$ cat src/rtl/oneshot_pkg.sv
// Shared types and default parameters for the single-pulse link transmitter.
package oneshot_pkg;

    localparam int DELAY_W_DEF = 8;
    localparam int LAT_W_DEF   = 5;
    localparam int EXP_LAT_DEF = 3;
    localparam int TIMEOUT_DEF = 16;

    typedef enum logic [2:0] {
        IDLE,
        WAIT,
        FIRE,
        ECHO,
        DONE
    } oneshot_state_e;

    typedef enum logic [1:0] {
        TMR_HOLD,
        TMR_LOAD,
        TMR_DEC,
        TMR_INC
    } tmr_op_e;

    function automatic int max_int(input int a, input int b);
        return (a > b) ? a : b;
    endfunction

endpackage

$ cat src/rtl/oneshot_timer.sv
// Loadable counter: countdown for the pre-fire delay, count-up for echo latency.
module oneshot_timer
    import oneshot_pkg::*;
#(
    parameter int W = 8
) (
    input  logic         clk_i,
    input  logic         rst_i,
    input  tmr_op_e      op_i,
    input  logic [W-1:0] load_val_i,
    output logic [W-1:0] cnt_o
);

    logic [W-1:0] cnt_q;
    logic [W-1:0] cnt_d;

    // NOTE: cnt_d gets its default before the case so no path leaves it unassigned (no latch).
    always_comb begin
        cnt_d = cnt_q;
        case (op_i)
            TMR_LOAD: cnt_d = load_val_i;
            TMR_DEC:  if (cnt_q != '0) cnt_d = cnt_q - W'(1);
            TMR_INC:  if (cnt_q != '1) cnt_d = cnt_q + W'(1);
            default:  cnt_d = cnt_q;
        endcase
    end

    // NOTE: state registers use non-blocking assignments so every flop samples pre-edge values.
    always_ff @(posedge clk_i or posedge rst_i) begin
        if (rst_i) cnt_q <= '0;
        else       cnt_q <= cnt_d;
    end

    assign cnt_o = cnt_q;

endmodule

$ cat src/rtl/oneshot_pulse_tx.sv
// Single-pulse link transmitter: one delayed pulse per reset, echo latency
// measurement, timeout and sticky protocol-violation flag.
module oneshot_pulse_tx
    import oneshot_pkg::*;
#(
    parameter int DELAY_W = DELAY_W_DEF,
    parameter int LAT_W   = LAT_W_DEF,
    parameter int EXP_LAT = EXP_LAT_DEF,
    parameter int TIMEOUT = TIMEOUT_DEF
) (
    input  logic               clk,
    input  logic               rst,
    input  logic               start,
    input  logic [DELAY_W-1:0] delay,
    input  logic               echo,
    output logic               busy,
    output logic               pulse,
    output logic               done,
    output logic [LAT_W-1:0]   lat,
    output logic               lat_ok,
    output logic               timeout,
    output logic               proto_err
);

    localparam int CNT_W = max_int(DELAY_W, LAT_W);
    localparam logic [CNT_W-1:0] CNT_ONE     = CNT_W'(1);
    localparam logic [CNT_W-1:0] CNT_TIMEOUT = CNT_W'(TIMEOUT);

    oneshot_state_e   state_q, state_d;
    logic             pulse_q, pulse_d;
    logic             done_q, done_d;
    logic             timeout_q, timeout_d;
    logic             proto_err_q, proto_err_d;
    logic [LAT_W-1:0] lat_q, lat_d;

    tmr_op_e          tmr_op;
    logic [CNT_W-1:0] tmr_load_val;
    logic [CNT_W-1:0] cnt;

    oneshot_timer #(.W(CNT_W)) u_timer (
        .clk_i      (clk),
        .rst_i      (rst),
        .op_i       (tmr_op),
        .load_val_i (tmr_load_val),
        .cnt_o      (cnt)
    );

    always_comb begin
        state_d      = state_q;
        tmr_op       = TMR_HOLD;
        tmr_load_val = '0;
        done_d       = done_q;
        lat_d        = lat_q;
        timeout_d    = timeout_q;
        // Requests outside IDLE and echoes outside ECHO are ignored but remembered.
        proto_err_d  = proto_err_q
                     | (start && (state_q != IDLE))
                     | (echo  && (state_q != ECHO));

        case (state_q)
            IDLE: begin
                if (start) begin
                    tmr_op       = TMR_LOAD;
                    tmr_load_val = CNT_W'(delay);
                    state_d      = (delay == '0) ? FIRE : WAIT;
                end
            end
            WAIT: begin
                if (cnt <= CNT_ONE) state_d = FIRE;
                else                tmr_op  = TMR_DEC;
            end
            FIRE: begin
                tmr_op       = TMR_LOAD;
                tmr_load_val = CNT_ONE;
                state_d      = ECHO;
            end
            ECHO: begin
                // An echo landing on the timeout cycle still counts as a valid return.
                if (echo) begin
                    lat_d   = cnt[LAT_W-1:0];
                    done_d  = 1'b1;
                    state_d = DONE;
                end else if (cnt == CNT_TIMEOUT) begin
                    lat_d     = '0;
                    done_d    = 1'b1;
                    timeout_d = 1'b1;
                    state_d   = DONE;
                end else begin
                    tmr_op = TMR_INC;
                end
            end
            DONE:    state_d = DONE;
            default: state_d = IDLE;
        endcase

        pulse_d = (state_d == FIRE);
    end

    always_ff @(posedge clk or posedge rst) begin
        if (rst) begin
            state_q     <= IDLE;
            pulse_q     <= 1'b0;
            done_q      <= 1'b0;
            timeout_q   <= 1'b0;
            proto_err_q <= 1'b0;
            lat_q       <= '0;
        end else begin
            state_q     <= state_d;
            pulse_q     <= pulse_d;
            done_q      <= done_d;
            timeout_q   <= timeout_d;
            proto_err_q <= proto_err_d;
            lat_q       <= lat_d;
        end
    end

    assign busy      = (state_q == WAIT) || (state_q == FIRE) || (state_q == ECHO);
    assign pulse     = pulse_q;
    assign done      = done_q;
    assign lat       = lat_q;
    assign timeout   = timeout_q;
    assign proto_err = proto_err_q;
    assign lat_ok    = done_q && (lat_q == LAT_W'(EXP_LAT)) && !timeout_q;

endmodule

$ cat config.mk
export PLATFORM = sky130hd
export DESIGN_NAME = oneshot_pulse_tx
export DESIGN_NICKNAME = d
export VERILOG_FILES = /design/src/rtl/oneshot_pkg.sv /design/src/rtl/oneshot_timer.sv /design/src/rtl/oneshot_pulse_tx.sv
export SDC_FILE = /design/constraint.sdc
export NUM_CORES = 1
export LEC_CHECK = 0
export CORE_UTILIZATION = 56
export CTS_BUF_LIST = sky130_fd_sc_hd__clkbuf_4 sky130_fd_sc_hd__clkbuf_8
export CTS_CLUSTER_DIAMETER = 200
export CTS_CLUSTER_SIZE = 10
export DETAILED_ROUTE_END_ITERATION = 16
export DONT_BUFFER_PORTS = 1
export GPL_TIMING_DRIVEN = 0
export HOLD_SLACK_MARGIN = 0.05
export PLACE_DENSITY = 0.82
export SETUP_SLACK_MARGIN = 0.2
export SLEW_MARGIN = 0
export SYNTH_ARGS = -nofsm -noshare
export SYNTH_HDL_FRONTEND = slang
export SYNTH_HIERARCHICAL = 1
export SYNTH_SLANG_ARGS = --single-unit
$ cat constraint.sdc
create_clock -name clk -period 9.06 [get_ports clk]
set_clock_uncertainty 0.15 [all_clocks]
set_input_delay 1.812 -clock clk [delete_from_list [all_inputs] [get_ports clk]]
set_output_delay 1.812 -clock clk [all_outputs]
set_load 0.1 [all_outputs]
==> After elaboration in Yosys (flattened, before gate mapping) <==
Cells that the tools add are included.
{ "op_classes": {"add_sub_neg": 2, "n_reduce_logical": 16, "bitwise": 3, "magnitude_cmp": 1, "eq_ne": 14, "n_mux": 20} }
{ "ops": {"columns": ["operator", "n"], "rows": [
  ["$mux 8", 3],
  ["$pmux 8 s3", 1],
  ["$pmux 8 s2", 1],
  ["$pmux 3 s5", 1],
  ["$mux 3", 4],
  ["$mux 5", 2],
  ["$eq 3x2->1 const B", 3],
  ["$add 8x1->8 const B", 1],
  ["$eq 8x5->1 const B", 1],
  ["$le 8x1->1 const B", 1],
  ["$logic_not 8->1", 1],
  ["$mux 2", 4],
  ["$ne 8x8->1 const B", 1],
  ["$pmux 2 s4", 1],
  ["$reduce_bool 8->1", 1],
  ["$sub 8x1->8 const B", 1],
  ["$reduce_and 3->1", 2],
  ["$reduce_bool 3->1", 2],
  ["$eq 5x2->1 const B", 1],
  ["$eq 2x2->1 const B", 2],
  ["$logic_and 1x1->1", 4],
  ["$ne 2x1->1 const B", 2],
  ["$eq 3x1->1 const B", 1],
  ["$eq 3x3->1 const B", 1],
  ["other kinds (10)", 14]
]} }
{ "totals": {"elab_cells": 63, "in_bits": 12, "reg_bits": 20, "output_inout_bits": 11} }

==> Depth between registers and ports, before layout <==
Gate-level depths: netlist of run 1.
{ "depth": {"ltp_word": 7, "mapped_depth": 12, "depth_no_buf": 12} }

==> Cells and area by module <==
The synthesis of run 1 kept the hierarchy.
{ "modules_own_cells": {"columns": ["mod", "area_each_um2", "instances", "seq_area_each_um2", "cells_per_inst"], "rows": [
  ["oneshot_timer", 835.8, 1, 200.2, 96],
  ["oneshot_pulse_tx", 679.4, 1, 300.3, 71]
]} }

==> Least setup slack after synthesis of run 1 <==
OpenSTA, ideal clock, no wires.
{ "synth_timing": {"path_type": "register -> output", "from": "register lat_q[1] (netlist: lat[1])", "to": "output port lat_ok", "slack_ps": 2893, "required_time_ps": 7098, "t_arrival_ps": 4205, "n_path_buf": 0, "path_stages_with_launch": 3, "path_cell_list": "dfrtp_1 nand3_1 nor4b_1"} }
{ "synth_between": {"elab_chain_cells": 3} }
{ "synth_rtl": {"columns": ["item", "line_no", "source"], "rows": [
  ["start: declaration", "oneshot_pulse_tx.sv:34", "logic [LAT_W-1:0] lat_q, lat_d;"],
  ["start signal: assignment", "oneshot_pulse_tx.sv:113", "lat_q <= lat_d;"],
  ["$eq 5x2->1", "oneshot_pulse_tx.sv:123", "assign lat_ok = done_q && (lat_q == LAT_W'(EXP_LAT)) && !timeout_q;"],
  ["$logic_and 1x1->1 (2 in series)", "oneshot_pulse_tx.sv:123", null],
  ["end: declaration", "oneshot_pulse_tx.sv:20", "output logic lat_ok,"]
]} }
Every way passes these cells.

==> Worst setup path after layout of run 1 <==
{ "layout_timing": {"from": "input port start", "to": "register u_timer.cnt_q[7] (netlist: u_timer/cnt_o[7])"} }
{ "layout_between": {"elab_chain_cells": 5, "word_cells_on_any_way": 12, "cone_classes": "eq/ne (5); mux (5); reduce/logical (2)"} }
{ "layout_rtl": {"columns": ["item", "line_no", "source"], "rows": [
  ["start: declaration", "oneshot_pulse_tx.sv:13", "input logic start,"],
  ["$mux 1 (*)", "oneshot_pulse_tx.sv:62", "if (start) begin"],
  ["$pmux 2 s4 (*)", "oneshot_pulse_tx.sv:60", "case (state_q)"],
  ["named net tmr_op[0]", "oneshot_pulse_tx.sv:36", "tmr_op_e tmr_op;"],
  ["$eq 2x2->1 or $eq 2x1->1 (tied branches)", "oneshot_timer.sv:20", "case (op_i)"],
  ["$ne 2x1->1 (no line) or $reduce_bool 3->1 (tied branches)", null, null],
  ["$reduce_and 3->1 (no line)", null, null],
  ["end signal: assignment", "oneshot_timer.sv:31", "else cnt_q <= cnt_d;"],
  ["end: declaration", "oneshot_timer.sv:14", "logic [W-1:0] cnt_q;"]
]} }
Mark *: on every way through the listed nets, which the timed path passes. The rest lies on a longest branch.
A chain may end at the register's enable or synchronous reset.

==> results of run 1 <==
[worst reg2reg max path, stage by stage (launching register included)]
cell and delay, ns:
dfrtp_1 0.56, nor4b_2 0.40, a21oi_2 0.12, nand2b_1 0.16
a31o_1 0.23, ha_1 0.27, inv_1 0.33, ha_1 0.33
a211oi_1 0.39, o211ai_1 0.15, nand2_1 0.13, mux2_2 0.34
nand4_1 0.09
[final cells by class]
class | instances | area [um^2]
fill | 205 | 910
sequential | 20 | 500
buffer | 4 | 31.3
inverter | 10 | 37.5
timing repair buffer | 1 | 15.0
clock buffer | 4 | 36.3
tap | 30 | 37.5
multi-input combinational | 133 | 955
[worst max path at each step]
| stage | startpoint | endpoint | slack [ns] | cells past startpoint |
|---|---|---|---|---|
| final | start | u_timer/cnt_o[7] | 4.73 | 11 |
| after global routing | start | u_timer/cnt_o[5] | 4.57 | 11 |
| after CTS | start | u_timer/cnt_o[7] | 4.79 | 11 |
| after detailed placement | start | u_timer/cnt_o[7] | 4.49 | 11 |
| after global placement | lat[1] | lat_ok | 2.81 | 2 |
| after floorplan | lat[1] | lat_ok | 2.89 | 2 |
[logic make-up after synthesis]
family / Yosys count / synth area share (%)
compound gates: 39 / 17.9
simple gates: 75 / 29.6
buf+inv: 14 / 4.54
flops: 20 / 33.0
mux: 7 / 5.04
xor+xnor: 2 / 1.16
fa+ha+maj: 10 / 8.75
[per-stage QoR]
stage                     cells  utilization, %
after floorplan             167               -
after global placement      197            61.6
after detailed placement    198            62.5
after CTS                   202            63.9
after global routing        202            63.9
final                       202            63.9
[placed cells by master, fill, tap and decap left out, types with 3 or more instances in the layout]
cell type / count
nor4_1: 3
a21o_1: 3
clkbuf_4: 3
mux2i_1: 5
ha_1: 9
dfrtp_1: 20
and2_1: 7
or4_1: 3
nand2b_1: 4
o21ai_0: 6
inv_1: 8
nand3_1: 4
a22o_1: 5
a21oi_1: 8
nor2_1: 17
nand2_1: 14
[state kept, by name, indices dropped and copies added (netlist names)]
name           count
done               1
state_q            3
lat                5
u_timer/cnt_o      8
timeout            1
pulse              1
proto_err          1
[routing by layer]
layer,vias to the layer above,wire length (um)
met5,-,0
met4,0,93
met3,8,170
met2,55,1610
met1,636,1440
li1,622,-
==> flow_metrics.tcl, run 1 <==
set metrics [dict create \
    reg2reg_from "u_timer/cnt_o[4]" \
    synth_edf_count 0 \
    yosys_register_bits 20 \
    cts_hold_buf 0 \
    synth_top_cell_by_area "dfrtp_1" \
    r2r-end "u_timer/cnt_o[7]" \
    core_um2 2520 \
    ios 23 \
    grt_overflow 0 \
    syn-num-nets 189 \
    via_count 1321 \
    post_drt_wl_per_cell_um 16.4 \
    postSynth.asyncResetShare_pct 100 \
    crit_required_ns 9.15 \
    finalCritPeriodShare_pct 47.8 \
    dp_hpwl_mm 2.57 \
    period_minus_slack_ns 4.33 \
    die-area_um2 2920 \
    grt_pass1_vias 1195 \
    die_x_um 54.0 \
    yosys-top-cells-area "dfrtp_1 33%, ha_1 7.4%, nor2_1 4.5%" \
    port_buffers 0 \
    clock-sinks 20 \
    max_stage_delay_ns 0.39 \
    vias_per_cell 6.54 \
    hold_path.class "flop to flop" \
    critical_path.max_fanout 11 \
    critical_path_class "input port to flop" \
    synth_common_cells "20 x dfrtp_1, 18 x nor2_1, 14 x nand2_1" \
    grt_max_degree 13 \
    num_rows 18 \
    finalSetupViolCount 0 \
    status "complete, no violations" \
    startpoint_type "input port" \
    r2r_setup_slack_ns 5.35 \
    grt_pass1_wl_mm 5.18 \
    start_util_pct 60.1 \
    dpl-instance-area_um2 1580 \
    slew_headroom_pct 29.4 \
    clk_transition_reported_paths_ns 0.12 \
    ys.warnings.count 6 \
    grtUsageTotal_pct 25.0 \
    cpMostUsedCell "ha_1" \
    cp_num_buf_inv 2 \
    gp_routability_congestion 0.868 \
    dr.pass1.iters 4 \
    cts_resized 0 \
    crit_family "compound AO/OA/AOI/OAI gates" \
    rsz0062_at_grt "no" \
    holdPathEnd "state_q[2]" \
    hold_start "state_q[2]" \
    clockRootBuffer "clkbuf_4" \
    r2r_cells 12 \
    grt_use_met1_pct 31.1 \
    cts_tree "done" \
    path_cells "and3_1 -> clkbuf_1 -> a31o_1 -> ha_1 -> inv_1 -> ha_1 -> a211oi_1 -> o211ai_1 -> nand2_1 -> mux2_2 -> nand4_1" \
    synth_area_um2 1520 \
    wirelength_mm 3.31 \
    nets 195 \
    grt-busiest-layer "met2" \
    drt_iter0_drc 40 \
    use_met2_pct 42.6 \
    ys_seq_area_share_pct 33.0 \
    synth_area_per_cell_um2 9.07 \
    drc 0 \
    clock_latency_ns 0.30 \
    ant_nets 0 \
    synth_top_area_share_pct 33.0 \
    clockBufferDepth 2 \
    fin_area_um2 1610 \
    crit_path_end_kind "flop" \
    worstPathArrival_ns 4.43 \
    syn_to_final_growth_pct 6.44 \
    drive_gt1_share_pct 13.4 \
    worst_pin_slew_ns 1.06 \
    maxSlewViolCount 0 \
    setup_ws_ns 4.73 \
    use_met3_pct 2.82 \
    synth.distinct_cells 52 \
    setup_tns_ns 0 \
    hold_depth 2 \
    hold_viol 0 \
    worst_path_max_delay_cell "a211oi_1" \
    cap_viol_max_count 0 \
    holdWs_ns 0.463 \
    antenna_cells 0 \
    fmax_mhz 231 \
    fp.dieH_um 54.0 \
    antenna_found_initial 0 \
    yosys.cell_count.top_type "dfrtp_1" \
    synth_cells 167 \
    cts_made_buffers 3 \
    place_ws_ns 4.49 \
    synth_ff_type "dfrtp_1" \
    cts_setup_buffers 0 \
    cts-htree-levels 1 \
]
Power of run 1 is not shown: default switching activity piles up to over one toggle a cycle in this logic, so the estimate is an artifact.
==> inputs of run 2 (changes only) <==
==> constraint.sdc (replaced) <==
create_clock -name clk -period 4.15 [get_ports clk]
set_clock_uncertainty 0.15 [all_clocks]
set_input_delay 0.83 -clock clk [delete_from_list [all_inputs] [get_ports clk]]
set_output_delay 0.83 -clock clk [all_outputs]
set_load 0.1 [all_outputs]
==> run 2 against run 1 <==
Net effect: wire length down 2.3%; via count down 0.83%; register-to-register slack worse by 5.0 ns; largest cell class unchanged; sequential share of layout area up 0.12 points; clock-buffer cell count unchanged; first-iteration DRC count up 38%; critical path depth up 1; hold slack worse by 0.26 ns.
==> flow_metrics.tcl, run 2 (same netlist as run 1, synthesis figures left out) <==
set metrics [dict create \
    port_buffers 0 \
    slew_headroom_pct 12.2 \
    crit_path_end_kind "flop" \
    startpoint_type "flop" \
    cts_tree "done" \
    drive_gt1_share_pct 12.9 \
    rsz0062_at_grt "no" \
    grt_max_degree 13 \
    grtUsageTotal_pct 24.6 \
    wirelength_mm 3.23 \
    dp_hpwl_mm 2.53 \
    hold_viol 0 \
    post_drt_wl_per_cell_um 16.1 \
    worstPathArrival_ns 3.84 \
    status "complete, no violations" \
    clock-sinks 20 \
    fp.dieH_um 54.0 \
    drt_iter0_drc 55 \
    drc 0 \
    place_ws_ns 0.466 \
    setup_tns_ns 0 \
    nets 194 \
    crit_required_ns 4.24 \
    die_x_um 54.0 \
    cap_viol_max_count 0 \
    worst_pin_slew_ns 1.31 \
    critical_path.max_fanout 11 \
    core_um2 2520 \
    fillers 210 \
    grt_pass1_wl_mm 5.11 \
    num_rows 18 \
    final_common_cell "dfrtp_1" \
    dr.pass1.iters 6 \
    grt_pass1_vias 1152 \
    antenna_found_initial 0 \
    gp_routability_congestion 0.885 \
    clockRootBuffer "clkbuf_4" \
    finalCritPeriodShare_pct 90.5 \
    cts-htree-levels 1 \
    vias_per_cell 6.52 \
    grt_overflow 0 \
    seq_area_um2 500 \
    clockBufferDepth 2 \
    clock_latency_ns 0.30 \
    ant_nets 0 \
    fmax_mhz 266 \
    period_minus_slack_ns 3.76 \
    cts_setup_buffers 0 \
    largest_reg_flops 8 \
    cts_made_buffers 3 \
    multiInputGateArea_um2 963 \
    hold_path.class "input port to asynchronous set/reset pin" \
    clk_transition_reported_paths_ns 0.11 \
    final_cell_mix "20 x dfrtp_1, 17 x nor2_1, 14 x nand2_1" \
    via_count 1310 \
    maxSlewViolCount 0 \
    syn_to_final_growth_pct 6.03 \
    antenna_cells 0 \
    finalSetupViolCount 0 \
    setup_ws_ns 0.395 \
    start_util_pct 60.1 \
    critical_path_class "flop to flop" \
    cts_hold_buf 0 \
    ios 23 \
    cts_resized 0 \
    die-area_um2 2920 \
]
[run 2: changes by cell type in the layout (fill, tap and decap cells not counted)]
cell     before  now
nor4b_2       2    1
nor4b_4       0    1
buf_8         1    0
[run 2: worst paths after layout]
path	from	endpoint	slack, ns	cells past startpoint
worst max-delay path	u_timer/cnt_o[0]	u_timer/cnt_o[7]	0.39	12
worst min-delay path	rst	u_timer/cnt_o[6]	0.21	1
worst max register to register	u_timer/cnt_o[0]	u_timer/cnt_o[7]	0.39	12
worst min register to register	state_q[2]	state_q[2]	0.45	2
max in group asynchronous	rst	lat[0]	3.30	1
min in group clk	state_q[2]	state_q[2]	0.45	2
[run 2: area by class of cell]
| cell class | count | area share [%] |
|---|---|---|
| Sequential cell | 20 | 31.2 |
| Multi-Input combinational cell | 133 | 60.0 |
| Clock buffer | 4 | 2.26 |
| Inverter | 10 | 2.34 |
| Tap cell | 30 | 2.34 |
| Buffer | 4 | 1.95 |
[run 2: through the flow]
stage / hold WS [ns] / cell area, um^2 / cells / utilization (%)
after global routing: 0.204 / 1610 / 201 / 63.7
after global placement: 0.412 / 1560 / 197 / 61.8
after CTS: 0.212 / 1610 / 201 / 63.7
after detailed placement: 0.431 / 1570 / 197 / 62.3
after floorplan: 0.372 / 1520 / 167 / -
final: 0.206 / 1610 / 201 / 63.7
[run 2: critical path, stage by stage (launching register included)]
cell and delay [ns]:
dfrtp_1 0.51, nor4b_2 0.44, a21oi_2 0.13, nand2b_1 0.16, a31o_1 0.23, ha_1 0.28
inv_1 0.33, ha_1 0.33, a211oi_1 0.42, o211ai_1 0.16, nand2_1 0.13, mux2_2 0.34
nand4_1 0.09
[run 2: routing by layer]
metal,GRT usage [%],up-vias,share of wire [%],wire length [um]
met4,14.5,0,2.5,81
li1,-,617,-,-
met5,0,-,0,0
met1,30.8,615,42,1360
met2,40.5,68,50,1630
met3,2.54,10,5.0,163
Power of run 2 is left out for the same reason.
